==> src/rtl/mips_pkg.sv <==
// Shared MIPS core constants: reset PC, NOP encoding, opcode field position,
// fetch FSM encoding and the fetch packet carried through the skid buffer.
package mips_pkg;

  localparam int unsigned XLEN = 32;
  localparam logic [31:0] PC_RESET_DEFAULT = 32'h0040_0000;
  localparam logic [31:0] NOP_INSTR = 32'h0000_0000;

  localparam int unsigned OPCODE_MSB = 31;
  localparam int unsigned OPCODE_LSB = 26;
  localparam int unsigned OPCODE_W = OPCODE_MSB - OPCODE_LSB + 1;

  localparam int unsigned STATE_W = 2;
  localparam logic [1:0] ISSUE = 2'd0;
  localparam logic [1:0] HOLD  = 2'd1;
  localparam logic [1:0] DRAIN = 2'd2;

  typedef struct packed {
    logic [XLEN-1:0] instr;
    logic [XLEN-1:0] pc4;
  } fetchPkt_t;

  // Branch targets are always word aligned; low bits are dropped.
  function automatic logic [XLEN-1:0] alignWord(input logic [XLEN-1:0] addr);
    return {addr[XLEN-1:2], 2'b00};
  endfunction

endpackage

==> src/rtl/fetch_stage_if_id_reg.sv <==
// IF/ID pipeline register: instruction, PC+4 and live flag, with
// flush > load > bubble > hold priority below synchronous reset.
module if_id_reg
  import mips_pkg::*;
(
  input  logic            clk,
  input  logic            reset,
  input  logic            load,
  input  logic            flush,
  input  logic            bubble,
  input  fetchPkt_t       pktIn,
  output logic [XLEN-1:0] instr,
  output logic [XLEN-1:0] pc4,
  output logic            valid
);

  always_ff @(posedge clk) begin
    if (reset) begin
      instr <= NOP_INSTR;
      pc4   <= '0;
      valid <= 1'b0;
    end else if (flush) begin
      instr <= NOP_INSTR;
      valid <= 1'b0;
    end else if (load) begin
      instr <= pktIn.instr;
      pc4   <= pktIn.pc4;
      valid <= 1'b1;
    end else if (bubble) begin
      valid <= 1'b0;
    end
  end

endmodule

==> src/rtl/fetch_stage.sv <==
// Instruction fetch stage: PC, imem req/valid handshake, 1-entry skid buffer
// and IF/ID register. Optional perf counters when FETCH_PERF_CNT_EN is defined.
module fetch_stage
  import mips_pkg::*;
#(
  parameter logic [31:0] PC_RESET   = PC_RESET_DEFAULT,
  parameter int unsigned DATA_WIDTH = 32
) (
  input  logic                  clk,
  input  logic                  reset,
  output logic                  imem_req,
  output logic [DATA_WIDTH-1:0] imem_addr,
  input  logic [DATA_WIDTH-1:0] imem_rdata,
  input  logic                  imem_valid,
  input  logic                  stall,
  input  logic                  branch_taken,
  input  logic [DATA_WIDTH-1:0] branch_target,
  output logic [DATA_WIDTH-1:0] if_id_instr,
  output logic [DATA_WIDTH-1:0] if_id_pc4,
  output logic                  if_id_valid,
  output logic [OPCODE_W-1:0]   opcode
`ifdef FETCH_PERF_CNT_EN
  ,
  output logic [31:0]           fetch_cnt,
  output logic [31:0]           stall_cnt
`endif
);

  logic [STATE_W-1:0] stateReg, stateNext;
  logic [XLEN-1:0]    pcReg, pcNext, pcPlus4;
  logic [XLEN-1:0]    addrReg, addrNext;
  logic               reqReg, reqNext;
  logic               skidValid, skidValidNext;
  fetchPkt_t          skidPkt, skidPktNext, idPkt;
  logic               idLoad, idFlush, idBubble;
  logic               memDone;

  assign pcPlus4   = pcReg + 32'd4;
  assign memDone   = reqReg && imem_valid;
  assign imem_req  = reqReg;
  assign imem_addr = addrReg;
  assign opcode    = if_id_instr[OPCODE_MSB:OPCODE_LSB];

  // Next-state, PC, skid and IF/ID control decode.
  always_comb begin
    stateNext     = stateReg;
    pcNext        = pcReg;
    skidValidNext = skidValid;
    skidPktNext   = skidPkt;
    idLoad        = 1'b0;
    idFlush       = 1'b0;
    idBubble      = 1'b0;
    idPkt         = '{instr: imem_rdata, pc4: pcPlus4};

    if (branch_taken) begin
      // Redirect beats stall; an in-flight request must still be drained.
      pcNext        = alignWord(branch_target);
      idFlush       = 1'b1;
      skidValidNext = 1'b0;
      stateNext     = (reqReg && !imem_valid) ? DRAIN : ISSUE;
    end else begin
      case (stateReg)
        ISSUE: begin
          if (memDone) begin
            pcNext = pcPlus4;
            if (stall) begin
              skidValidNext = 1'b1;
              skidPktNext   = idPkt;
              stateNext     = HOLD;
            end else begin
              idLoad = 1'b1;
            end
          end else if (!stall) begin
            idBubble = 1'b1;
          end
        end
        HOLD: begin
          if (!stall) begin
            idLoad        = skidValid;
            idPkt         = skidPkt;
            skidValidNext = 1'b0;
            stateNext     = ISSUE;
          end
        end
        DRAIN: begin
          if (imem_valid) stateNext = ISSUE;
        end
        default: stateNext = ISSUE;
      endcase
    end

    // Request stays on the stale address while draining.
    reqNext  = (stateNext != HOLD);
    addrNext = (stateNext == DRAIN) ? addrReg : pcNext;
  end

  always_ff @(posedge clk) begin
    if (reset) begin
      stateReg  <= ISSUE;
      pcReg     <= PC_RESET;
      reqReg    <= 1'b0;
      addrReg   <= PC_RESET;
      skidValid <= 1'b0;
      skidPkt   <= '0;
    end else begin
      stateReg  <= stateNext;
      pcReg     <= pcNext;
      reqReg    <= reqNext;
      addrReg   <= addrNext;
      skidValid <= skidValidNext;
      skidPkt   <= skidPktNext;
    end
  end

  if_id_reg uIfId (
    .clk    (clk),
    .reset  (reset),
    .load   (idLoad),
    .flush  (idFlush),
    .bubble (idBubble),
    .pktIn  (idPkt),
    .instr  (if_id_instr),
    .pc4    (if_id_pc4),
    .valid  (if_id_valid)
  );

`ifdef FETCH_PERF_CNT_EN
  // Accepted-instruction and stalled-live-instruction counters, wrapping.
  always_ff @(posedge clk) begin
    if (reset) begin
      fetch_cnt <= '0;
      stall_cnt <= '0;
    end else begin
      if (idLoad) fetch_cnt <= fetch_cnt + 32'd1;
      if (stall && if_id_valid) stall_cnt <= stall_cnt + 32'd1;
    end
  end
`endif

endmodule

==> config.mk <==
export PLATFORM = sky130hd
export DESIGN_NAME = fetch_stage
export DESIGN_NICKNAME = d
export VERILOG_FILES = /design/src/rtl/mips_pkg.sv /design/src/rtl/fetch_stage_if_id_reg.sv /design/src/rtl/fetch_stage.sv
export SDC_FILE = /design/constraint.sdc
export NUM_CORES = 1
export LEC_CHECK = 0
export ABC_CLOCK_PERIOD_IN_PS = 6300
export CAP_MARGIN = 20
export CORE_MARGIN = 2
export CORE_UTILIZATION = 50
export CTS_CLUSTER_SIZE = 25
export DETAILED_ROUTE_END_ITERATION = 8
export GPL_TIMING_DRIVEN = 0
export PLACE_DENSITY = 0.86
export SYNTH_ARGS = -nofsm -noshare
export SYNTH_HDL_FRONTEND = slang
export SYNTH_SLANG_ARGS = --single-unit
==> constraint.sdc <==
create_clock -name clk -period 6.3 [get_ports clk]
set_input_delay 1.89 -clock clk [delete_from_list [all_inputs] [get_ports clk]]
set_output_delay 1.89 -clock clk [all_outputs]
set_load 0.05 [all_outputs]
# [Word level (Yosys, flattened, before mapping)]
# Index checks and enable logic that the tools add are counted.
[totals] reg_bits=197 word_cells=59
[classes] addsub=1 n_eq_ne=7 mux=28 bitwise=2 n_reduce_logical=11
[ops] cell="two-way mux 64 bit" n=3
[ops] cell="two-way mux 32 bit" n=3
[ops] cell="adder 32 x 3 -> 32 bit (second input constant)" n=1
[ops] cell="two-way mux 1 bit" n=13
[ops] cell="two-way mux 2 bit" n=6
[ops] cell="!= test 2 bit (second input constant)" n=3
[ops] cell="case mux 2 bit (3 select lines)" n=1
[ops] cell="== test 2 bit (second input constant)" n=2
[ops] cell="case mux 1 bit (2 select lines)" n=2
[ops] cell="AND reduction 4 bit" n=1
[ops] cell="nonzero test 2 bit" n=2
[ops] cell="OR reduction 2 bit" n=2
[ops] cell="AND reduction 3 bit" n=1
[ops] cell="== test 2 x 1 -> 1 bit (second input constant)" n=1
[ops] cell="logical AND 1 bit" n=2
[ops] cell="logical NOT 2 bit" n=1
[ops] cell="!= test 2 x 1 -> 1 bit (second input constant)" n=1
[ops] cell="inverter 1 bit" n=2
[ops] cell="AND reduction 2 bit" n=1
[ops] cell="logical NOT 1 bit" n=1

# [Longest topological paths before layout]
# Gate-level depths: netlist of run 1.
[logic_depth] word_depth=6 depth_mapped=8 mapped_depth_nobuf=6

# [Cells and area by module]
# Synthesis of run 1 repeated with hierarchy kept, for this count alone.
[unflattened] hier_cells=1102 area_unflattened_um2=9439.1
[by_module_without_submodules] mod="fetch_stage" instances=1 cells_each=848 area_per_inst_um2=6756.5 seq_area_each_um2=2642.5
[by_module_without_submodules] mod="if_id_reg" instances=1 cells_each=254 area_per_inst_um2=2682.6 seq_area_each_um2=1301.2

# [Least setup slack after synthesis of run 1]
# OpenSTA, ideal clock, no wires.
[synth_path] kind="input to register" from="input imem_valid" to="register addrReg[27], in the netlist imem_addr[27]" t_arrival_ns=3.595 required_time_ns=6.199 slack_ns=2.604 stages=6 n_path_buf=1 path_cell_list="nand4bb_1 > buf_2 > or4_4 > nor4_1 > mux2_2 > o41ai_1"
[synth_between] elab_chain_len=5
[synth_lines] item="from (decl)" line="fetch_stage.sv:14" source="input logic imem_valid,"
[synth_lines] item="logical AND 1 bit or logical NOT 1 bit (tied branches)" line="fetch_stage.sv:39, fetch_stage.sv:60"
[synth_lines] item="two-way mux 2 bit or logical AND 1 bit (tied branches)" line="fetch_stage.sv:64, fetch_stage.sv:60"
[synth_lines] item="case mux 2 bit (3 select lines) or two-way mux 2 bit (tied branches)" line="fetch_stage.sv:62, fetch_stage.sv:60"
[synth_lines] item="two-way mux 2 bit" line="fetch_stage.sv:55" source="if (branch_taken) begin"
[synth_lines] item="== test 2 bit" line="fetch_stage.sv:94" source="addrNext = (stateNext == DRAIN) ? addrReg : pcNext;"
[synth_lines] item="to (signal assigned)" line="fetch_stage.sv:109" source="addrReg <= addrNext;"
[synth_lines] item="to (decl)" line="fetch_stage.sv:31" source="logic [XLEN-1:0] addrReg, addrNext;"
# Parallel ways exist; a longest one is shown, timed or not.
# A chain may end at the register's enable or synchronous reset.

# [Final worst setup path of run 1]
[layout_path] from="input stall" to="register uIfId.pc4[17]"
[layout_between] elab_chain_len=5
[layout_lines] item="from (decl)" line="fetch_stage.sv:15" source="input logic stall,"
[layout_lines] item="two-way mux 1 bit" line="fetch_stage.sv:66" source="if (stall) begin"
[layout_lines] item="two-way mux 1 bit" line="fetch_stage.sv:64" source="if (memDone) begin"
[layout_lines] item="case mux 1 bit (2 select lines)" line="fetch_stage.sv:62" source="case (stateReg)"
[layout_lines] item="two-way mux 1 bit" line="fetch_stage.sv:55"
[layout_lines] item="AND reduction 2 bit (no line)"
[layout_lines] item="to (signal assigned)" line="fetch_stage_if_id_reg.sv:27" source="pc4 <= pktIn.pc4;"
[layout_lines] item="to (decl)" line="fetch_stage_if_id_reg.sv:13" source="output logic [XLEN-1:0] pc4,"
# Parallel ways exist; a longest one is shown, timed or not.

==> results.json, run 1 <==
{
  "wl_met1_um": 11100,
  "status": "finished clean",
  "grt_overflow_total": 0,
  "final_core_util_pct": 65.8,
  "timing.final.crit_share_pct": 70.9,
  "wl_met3_um": 1990,
  "end_kind": "register",
  "die_area_um2": 18400,
  "die_height_um": 136,
  "finalWirelength_um": 26400,
  "final_max_slew_viol_count": 0,
  "min_path_type": "register to register",
  "n_antenna_cell": 0,
  "vias": 8505,
  "critPathMostFrequentCell": "clkbuf_1",
  "multi_input_area_um2": 4290,
  "tritoncts": "yes",
  "areaGrowthSynthToFinish_pct": 29.7,
  "yosys.area.top_type": "dfxtp_1",
  "cts_root_buf": "clkbuf_16",
  "initial_core_util_pct": 50.7,
  "synthFlopType": "dfxtp_1",
  "avgSynthCellArea_um2": 8.55,
  "synth.distinct_cells": 68,
  "fin_tns_setup_ns": 0,
  "cts_buffer_depth": 2,
  "grt_setup_unrepaired": "false",
  "seqCellArea_um2": 3940,
  "holdWs_ns": 0.455,
  "cpPeakStageDelay_ns": 0.70,
  "antenna_left": 0,
  "grt_max_degree": 20,
  "fin_crit_ns": 4.47,
  "required_ns": 6.67,
  "fill_cells": 1390,
  "dp_hpwl_um": 19300,
  "die_w_um": 136,
  "drc": 0,
  "clk_pin_slew_worst_paths_ns": 0.08,
  "antenna_found_initial": 0,
  "synthTopCellsByArea": "dfxtp_1 45%, a211oi_1 6.6%, nand2_1 5.1%, nor2_1 5.1%, a21oi_1 4.7%",
  "dp_slack_ns": 1.47,
  "rows": 48,
  "viasPerCell": 5.90,
  "slowest_stage": "nor3_1",
  "numCtsBuffers": 17,
  "cts_resized": 0,
  "grt_pass1_wl_um": 41300,
  "p_per_area_nw_per_um2": 250,
  "setup_viol": 0,
  "dp_cells": 1410,
  "post_cts_buffers": 0,
  "syn_nets": 1086,
  "synth-seq-cells": 197,
  "gp_congestion": 0.986,
  "arrival_ns": 4.84,
  "grt_pass1_vias": 8032,
  "htree_levels": 4,
  "synth-seq-area-share_pct": 45.4,
  "postSynthCellCount": 1016,
  "ys.warnings.count": 0,
  "syn_area_um2": 8680,
  "async_flop_share_pct": 0,
  "start_kind": "input pin",
  "cap_violations": 0,
  "cts_sinks": 197,
  "port_buffers": 169,
  "wl_met2_um": 12300,
  "worstPathMaxFanout": 10,
  "fmax_ghz": 0.224,
  "finalNonFillerCells": 1442,
  "tightest_slew_ns": 0.889,
  "layout_setup_ws_ns": 1.83,
  "synth_edf_count": 0,
  "slew_headroom_pct": 40.3,
  "synth_top_area_share_pct": 45.4,
  "maxUsedRoutingLayer": "met4",
  "worst-setup-path-type": "input pin to register",
  "p_leak_nw": 3.77,
  "irDropWorstVdd_mv": 0.203,
  "grt_util_all_layers_pct": 28.7,
  "wl_per_cell_um": 18.3,
  "core_um2": 17100,
  "ios": 173,
  "fin_skew_ns": 0.0118,
  "nets": 1274,
  "hold_viol_final": 0,
  "drtIter0Drc": 638,
  "clk_latency_ns": 0.44,
  "dr.pass1.iters": 5,
  "drive_above_1_share_pct": 5.51,
  "path_cells": "clkdlybuf4s50_1 -> nor3_1 -> o21a_1 -> clkbuf_1 -> clkbuf_1 -> o211ai_1 -> a21oi_1",
  "ctsHoldBuffers": 0
}
[power by group]
group / leakage [nW] / internal (mW) / switching [mW]
registers: 1.61 / 1.29 / 0.0345
clock network: 0.290 / 0.576 / 0.531
logic: 1.87 / 0.143 / 0.243
[worst max-delay path, delay by kind of cell]
kind	cells	cell delay, ns
AO/OA/AOI/OAI	3	0.80
buffers and inverters	3	1.43
AND/OR/NAND/NOR	1	0.70
[per-stage QoR]
stage | instance area, um2 | power (mW)
after global routing | 11300 | 2.90
after global placement | 10700 | 1.73
final | 11300 | 2.82
after floorplan | 8680 | 1.58
after CTS | 11300 | 2.81
after detailed placement | 10700 | 1.73
[final cells by class]
cell class,instances,share of cell area (%)
plain buffers,94,3.61
clock buffers,18,3.90
clock inverters,14,1.47
inverters,10,0.333
multi-input cells,715,38.1
flip-flops and latches,197,35.0
well taps,225,2.50
repair buffers,169,15.0
[final timing paths]
check,start,end,slack (ns),cells past startpoint
min reg2reg,skidPkt[57],skidPkt[57],0.46,2
min,skidPkt[57],skidPkt[57],0.46,2
max,stall,uIfId.pc4[17],1.83,7
max reg2reg,stateReg[1],uIfId.pc4[17],3.48,6
[flip-flops by register name, indices dropped and copies added (netlist names)]
name and flops:
skidValid 1, uIfId.pc4 32, imem_addr 32, imem_req 1, stateReg 2, uIfId.valid 1
pcReg 32, uIfId.instr 32, skidPkt 64
[logic make-up (layout without fill, tap and decap cells)]
family,Yosys count,after routing,synth area share [%]
compound gates,242,242,18.8
simple gates,386,386,21.2
xor+xnor,44,44,4.44
fa+ha+maj,1,1,0.144
mux,42,42,4.89
flops,197,197,45.4
buf+inv,104,305,5.12
[cell usage in the layout (no fill, tap or decap), drive strengths merged, types with 6 or more instances in the layout]
cell,n
buf,29
inv,15
a211o,9
dfxtp,197
clkdlybuf4s50,169
and2,7
clkinv,6
nand2,119
or4,6
a21oi,81
xnor2,35
and3,19
xor2,9
o211ai,7
nand3,23
o41ai,6
clkbuf,83
o21ai,11
a211oi,77
nor3,40
o22ai,13
nand4,11
o22a,10
mux2i,39
nor2,119
nor4,19
[synth_stat cells (10+ instances only)]
master / count
buf_2: 12
a211oi_1: 76
nand2_1: 119
nor4_1: 15
nand3_1: 23
nor2_1: 119
clkbuf_1: 64
o22a_1: 10
dfxtp_1: 197
nor3_1: 40
o21ai_0: 10
a21oi_1: 81
nand4_1: 10
o22ai_1: 13
xnor2_1: 35
mux2i_1: 39
and3_1: 19
[routing by layer]
metal / up-vias / global-route usage [%]
li1: 3996 / -
met1: 4002 / 37.8
met2: 432 / 45.9
met3: 75 / 5.16
met4: 0 / 13.0
met5: - / 0
No activity file was read; power rests on OpenSTA's default activity.
==> run 2: changes to the inputs <==
- ABC_CLOCK_PERIOD_IN_PS: 6300 -> 3800
- CORE_UTILIZATION: 50 -> 47
- PLACE_DENSITY: 0.86 -> 0.85
- clock period: 6.3 -> 3.8 ns (I/O delays scaled with it)
==> run 2 against run 1 <==
Register-to-register slack got worse by 2.3 ns; via count fell by 0.62%; flip-flop and latch count did not move; final cell count rose by 0.28%; largest cell class unchanged.
==> results.json, run 2 (same netlist as run 1, synthesis figures left out) <==
{
  "tightest_slew_ns": 0.842,
  "layout_setup_ws_ns": 0.203,
  "worst-setup-path-type": "input pin to register",
  "dp_hpwl_um": 19400,
  "required_ns": 4.16,
  "drc": 0,
  "grt_pass1_vias": 7941,
  "placed_area_um2": 10700,
  "start_kind": "input pin",
  "cts_buffer_depth": 2,
  "arrival_ns": 3.95,
  "slowest_stage": "buf_1",
  "grt_util_all_layers_pct": 26.4,
  "hold_viol_final": 0,
  "fin_skew_ns": 0.0113,
  "post_cts_buffers": 0,
  "core_um2": 18000,
  "status": "finished clean",
  "drtIter0Drc": 690,
  "ctsHoldBuffers": 0,
  "tritoncts": "yes",
  "fin_tns_setup_ns": 0,
  "timing.final.crit_share_pct": 94.7,
  "fmax_ghz": 0.278,
  "dr.pass1.iters": 5,
  "clk_pin_slew_worst_paths_ns": 0.07,
  "layout_commonest_cell": "dfxtp_1",
  "htree_levels": 4,
  "wl_per_cell_um": 18.3,
  "mostFrequentLayoutCells": "197 x dfxtp_1, 169 x clkdlybuf4s50_1, 119 x nand2_1",
  "cpPeakStageDelay_ns": 0.59,
  "grt_setup_unrepaired": "false",
  "vias": 8452,
  "final_max_slew_viol_count": 0,
  "cts_root_buf": "clkbuf_16",
  "die_area_um2": 19600,
  "finalWirelength_um": 26500,
  "port_buffers": 169,
  "slew_headroom_pct": 43.5,
  "cts_sinks": 197,
  "viasPerCell": 5.85,
  "drive_above_1_share_pct": 5.59,
  "grt_max_degree": 19,
  "cap_violations": 0,
  "min_path_type": "register to register",
  "cts_resized": 0,
  "critPathMostFrequentCell": "clkbuf_1",
  "areaGrowthSynthToFinish_pct": 29.9,
  "die_height_um": 140,
  "initial_core_util_pct": 48.2,
  "gp_congestion": 0.941,
  "antenna_found_initial": 0,
  "largest_reg_flops": 64,
  "nets": 1274,
  "clk_latency_ns": 0.45,
  "p_per_area_nw_per_um2": 418,
  "die_w_um": 140,
  "setup_viol": 0,
  "numCtsBuffers": 17,
  "worstPathMaxFanout": 10,
  "path_cells": "clkdlybuf4s50_1 -> inv_1 -> clkbuf_1 -> buf_1 -> nand2_1 -> clkbuf_1 -> a211oi_1",
  "antenna_left": 0,
  "grt_overflow_total": 0,
  "p_leak_nw": 3.77,
  "fin_crit_ns": 3.60,
  "holdWs_ns": 0.456,
  "rows": 49,
  "dp_slack_ns": -0.339,
  "final_area_um2": 11300,
  "irDropWorstVdd_mv": 0.365,
  "grt_pass1_wl_um": 41500,
  "worst-path-buf-inv": 5,
  "end_kind": "register",
  "ios": 173,
  "crit_family": "buffers and inverters",
  "largest_register": "skidPkt"
}
[run 2: tightest hold or removal path, stage by stage (launching register included)]
cell	delay, ns
dfxtp_1	0.31
nand2_1	0.05
a21oi_1	0.05
[run 2: metal layers]
metal  up-vias  part of all wire (%)  track usage, %
met5         -                     0               0
met4         0                   3.7            10.8
met3        74                   7.4            5.95
met2       368                    46            42.4
met1      4009                    43            34.5
li1       4001                     -               -
[run 2: path summary, 6_finish.rpt]
check | startpoint | end | slack (ns) | depth (start not counted)
setup / recovery | branch_taken | uIfId.instr[22] | 0.20 | 7
hold / removal | skidPkt[57] | skidPkt[57] | 0.46 | 2
setup reg to reg | stateReg[1] | uIfId.pc4[17] | 1.15 | 6
hold reg to reg | skidPkt[57] | skidPkt[57] | 0.46 | 2
[run 2: metrics by stage]
step,power (mW),instances,utilization (%)
floorplan,2.62,1016,-
global placement,2.86,1414,59.1
detailed placement,2.87,1414,59.1
CTS,4.70,1445,62.5
global route,4.83,1445,62.6
finish,4.71,1446,62.6
[run 2: area by class of cell]
type | instances | area, um2
Antenna cell | 1 | 2.50
Buffer | 94 | 407
Inverter | 10 | 37.5
Multi-Input combinational cell | 715 | 4300
Clock inverter | 13 | 169
Fill cell | 1544 | 6750
Timing Repair Buffer | 169 | 1690
Clock buffer | 18 | 439
Sequential cell | 197 | 3940
Tap cell | 229 | 287
[run 2: report_power, final]
| part | internal (mW) | switching (mW) |
|---|---|---|
| Combinational | 0.237 | 0.401 |
| Clock | 1.01 | 0.861 |
| Sequential | 2.14 | 0.0583 |
| Total | 3.39 | 1.32 |
==> run 3: changes to the inputs <==
- CORE_UTILIZATION: 47 -> 28
- PLACE_DENSITY: 0.85 -> 0.58
==> run 3 against run 2 <==
Total power decreased by 1.5%; design area is 1.7% higher; critical path type unchanged; count of clock-buffer cells in the layout unchanged; flip-flop and latch count is the same; hold slack worse by 0.0025 ns; non-clock buffer count stayed put; register-to-register slack worse by 0.05 ns.
==> results.json, run 3 (same netlist as run 1, synthesis figures left out) <==
{
  "status": "finished clean",
  "layout_commonest_cell": "dfxtp_1",
  "mostFrequentLayoutCells": "197 x dfxtp_1, 169 x clkdlybuf4s50_1, 119 x nand2_1",
  "dr.pass1.iters": 4,
  "grt_util_all_layers_pct": 17.5,
  "grt_pass1_wl_um": 44700,
  "fmax_ghz": 0.279,
  "initial_core_util_pct": 28.4,
  "grt_pass1_vias": 7714,
  "cap_violations": 0,
  "ios": 173,
  "fin_skew_ns": 0.0208,
  "antenna_found_initial": 0,
  "tightest_slew_ns": 0.961,
  "cts_sinks": 197,
  "clk_latency_ns": 0.44,
  "timing.final.crit_share_pct": 94.3,
  "antenna_left": 0,
  "final_area_um2": 11500,
  "drc": 0,
  "fin_crit_ns": 3.58,
  "drtIter0Drc": 596,
  "grt_setup_unrepaired": "false",
  "wl_per_cell_um": 18.0,
  "required_ns": 4.16,
  "port_buffers": 169,
  "end_kind": "register",
  "dp_hpwl_um": 22000,
  "vias": 8097,
  "slowest_stage": "clkdlybuf4s50_1",
  "clk_pin_slew_worst_paths_ns": 0.07,
  "fill_cells": 3174,
  "drive_above_1_share_pct": 5.67,
  "min_path_type": "register to register",
  "die_w_um": 180,
  "setup_viol": 0,
  "n_antenna_cell": 0,
  "placed_area_um2": 10900,
  "core_um2": 30600,
  "crit_family": "buffers and inverters",
  "grt_overflow_total": 0,
  "worstPathMaxFanout": 10,
  "final_max_slew_viol_count": 0,
  "areaGrowthSynthToFinish_pct": 32.1,
  "dp_slack_ns": -0.455,
  "cts_buffer_depth": 2,
  "nets": 1274,
  "viasPerCell": 5.02,
  "layout_setup_ws_ns": 0.215,
  "path_cells": "clkdlybuf4s50_1 -> nor3_2 -> o21a_1 -> clkbuf_1 -> clkbuf_1 -> o211ai_1 -> a21oi_1",
  "irDropWorstVdd_mv": 0.307,
  "rows": 64,
  "cts_root_buf": "clkbuf_16",
  "gp_congestion": 0.909,
  "grt_max_degree": 21,
  "worst-setup-path-type": "input pin to register",
  "largest_reg_flops": 64,
  "p_leak_nw": 3.77,
  "numCtsBuffers": 17,
  "worst-path-buf-inv": 3,
  "critPathMostFrequentCell": "clkbuf_1",
  "cpPeakStageDelay_ns": 0.58,
  "htree_levels": 4,
  "start_kind": "input pin",
  "arrival_ns": 3.95,
  "hold_viol_final": 0,
  "die_area_um2": 32400,
  "slew_headroom_pct": 35.5,
  "fin_tns_setup_ns": 0,
  "post_cts_buffers": 0,
  "finalWirelength_um": 29100,
  "die_height_um": 180,
  "tritoncts": "yes",
  "largest_register": "skidPkt",
  "p_per_area_nw_per_um2": 405
}
==> run 3: area by class of cell <==
cell class	instances	area (um2)	area share [%]
Buffer	94	408	3.56
Clock buffer	18	429	3.74
Clock inverter	14	161	1.41
Inverter	10	37.5	0.327
Multi-Input combinational cell	715	4300	37.5
Sequential cell	197	3940	34.4
Tap cell	396	495	4.32
Timing Repair Buffer	169	1690	14.8
==> run 3: stage by stage <==
stage / hold slack, ns / instances / total power [mW] / util (%)
2_1_floorplan: 0.436 / 1016 / 2.62 / -
3_3_place_gp: 0.440 / 1581 / 2.89 / 35.5
3_5_place_dp: 0.446 / 1581 / 2.89 / 35.5
4_1_cts: 0.456 / 1613 / 4.68 / 37.5
5_1_grt: 0.474 / 1613 / 4.82 / 37.5
6_report: 0.454 / 1613 / 4.64 / 37.5
==> run 3: power breakdown <==
part           internal, mW  total [mW]  switching [mW]
Combinational         0.237       0.647           0.409
Clock                 0.884        1.79           0.910
Sequential             2.14        2.20          0.0584
Total                  3.26        4.64            1.38
==> run 3: tightest hold or removal path, cell delays in order, from the launching register on <==
cell and delay [ns]:
dfxtp_1 0.31, nand2_1 0.05, a21oi_1 0.05
==> run 3: final timing paths <==
kind                   end         start  slack [ns]  cells past startpoint
max          uIfId.pc4[17]  branch_taken        0.22                      7
min           uIfId.pc4[6]  uIfId.pc4[6]        0.45                      2
max reg2reg  uIfId.pc4[17]   stateReg[1]        1.10                      6
min reg2reg   uIfId.pc4[6]  uIfId.pc4[6]        0.45                      2
==> run 3: layer usage <==
metal / track usage [%] / part of all wire, %
met1: 24.1 / 47
met2: 28.1 / 46
met3: 2.93 / 4.9
met4: 5.16 / 1.9
met5: 0 / 0
==> run 3: what timing repair did <==
| action | CTS | global route |
|---|---|---|
| resized for setup | 1 | 2 |
| hold buffers | 0 | 0 |
| cloned | 0 | 0 |
| endpoints found under the setup margin | 1 | 25 |
| hold endpoints to repair | 0 | 0 |
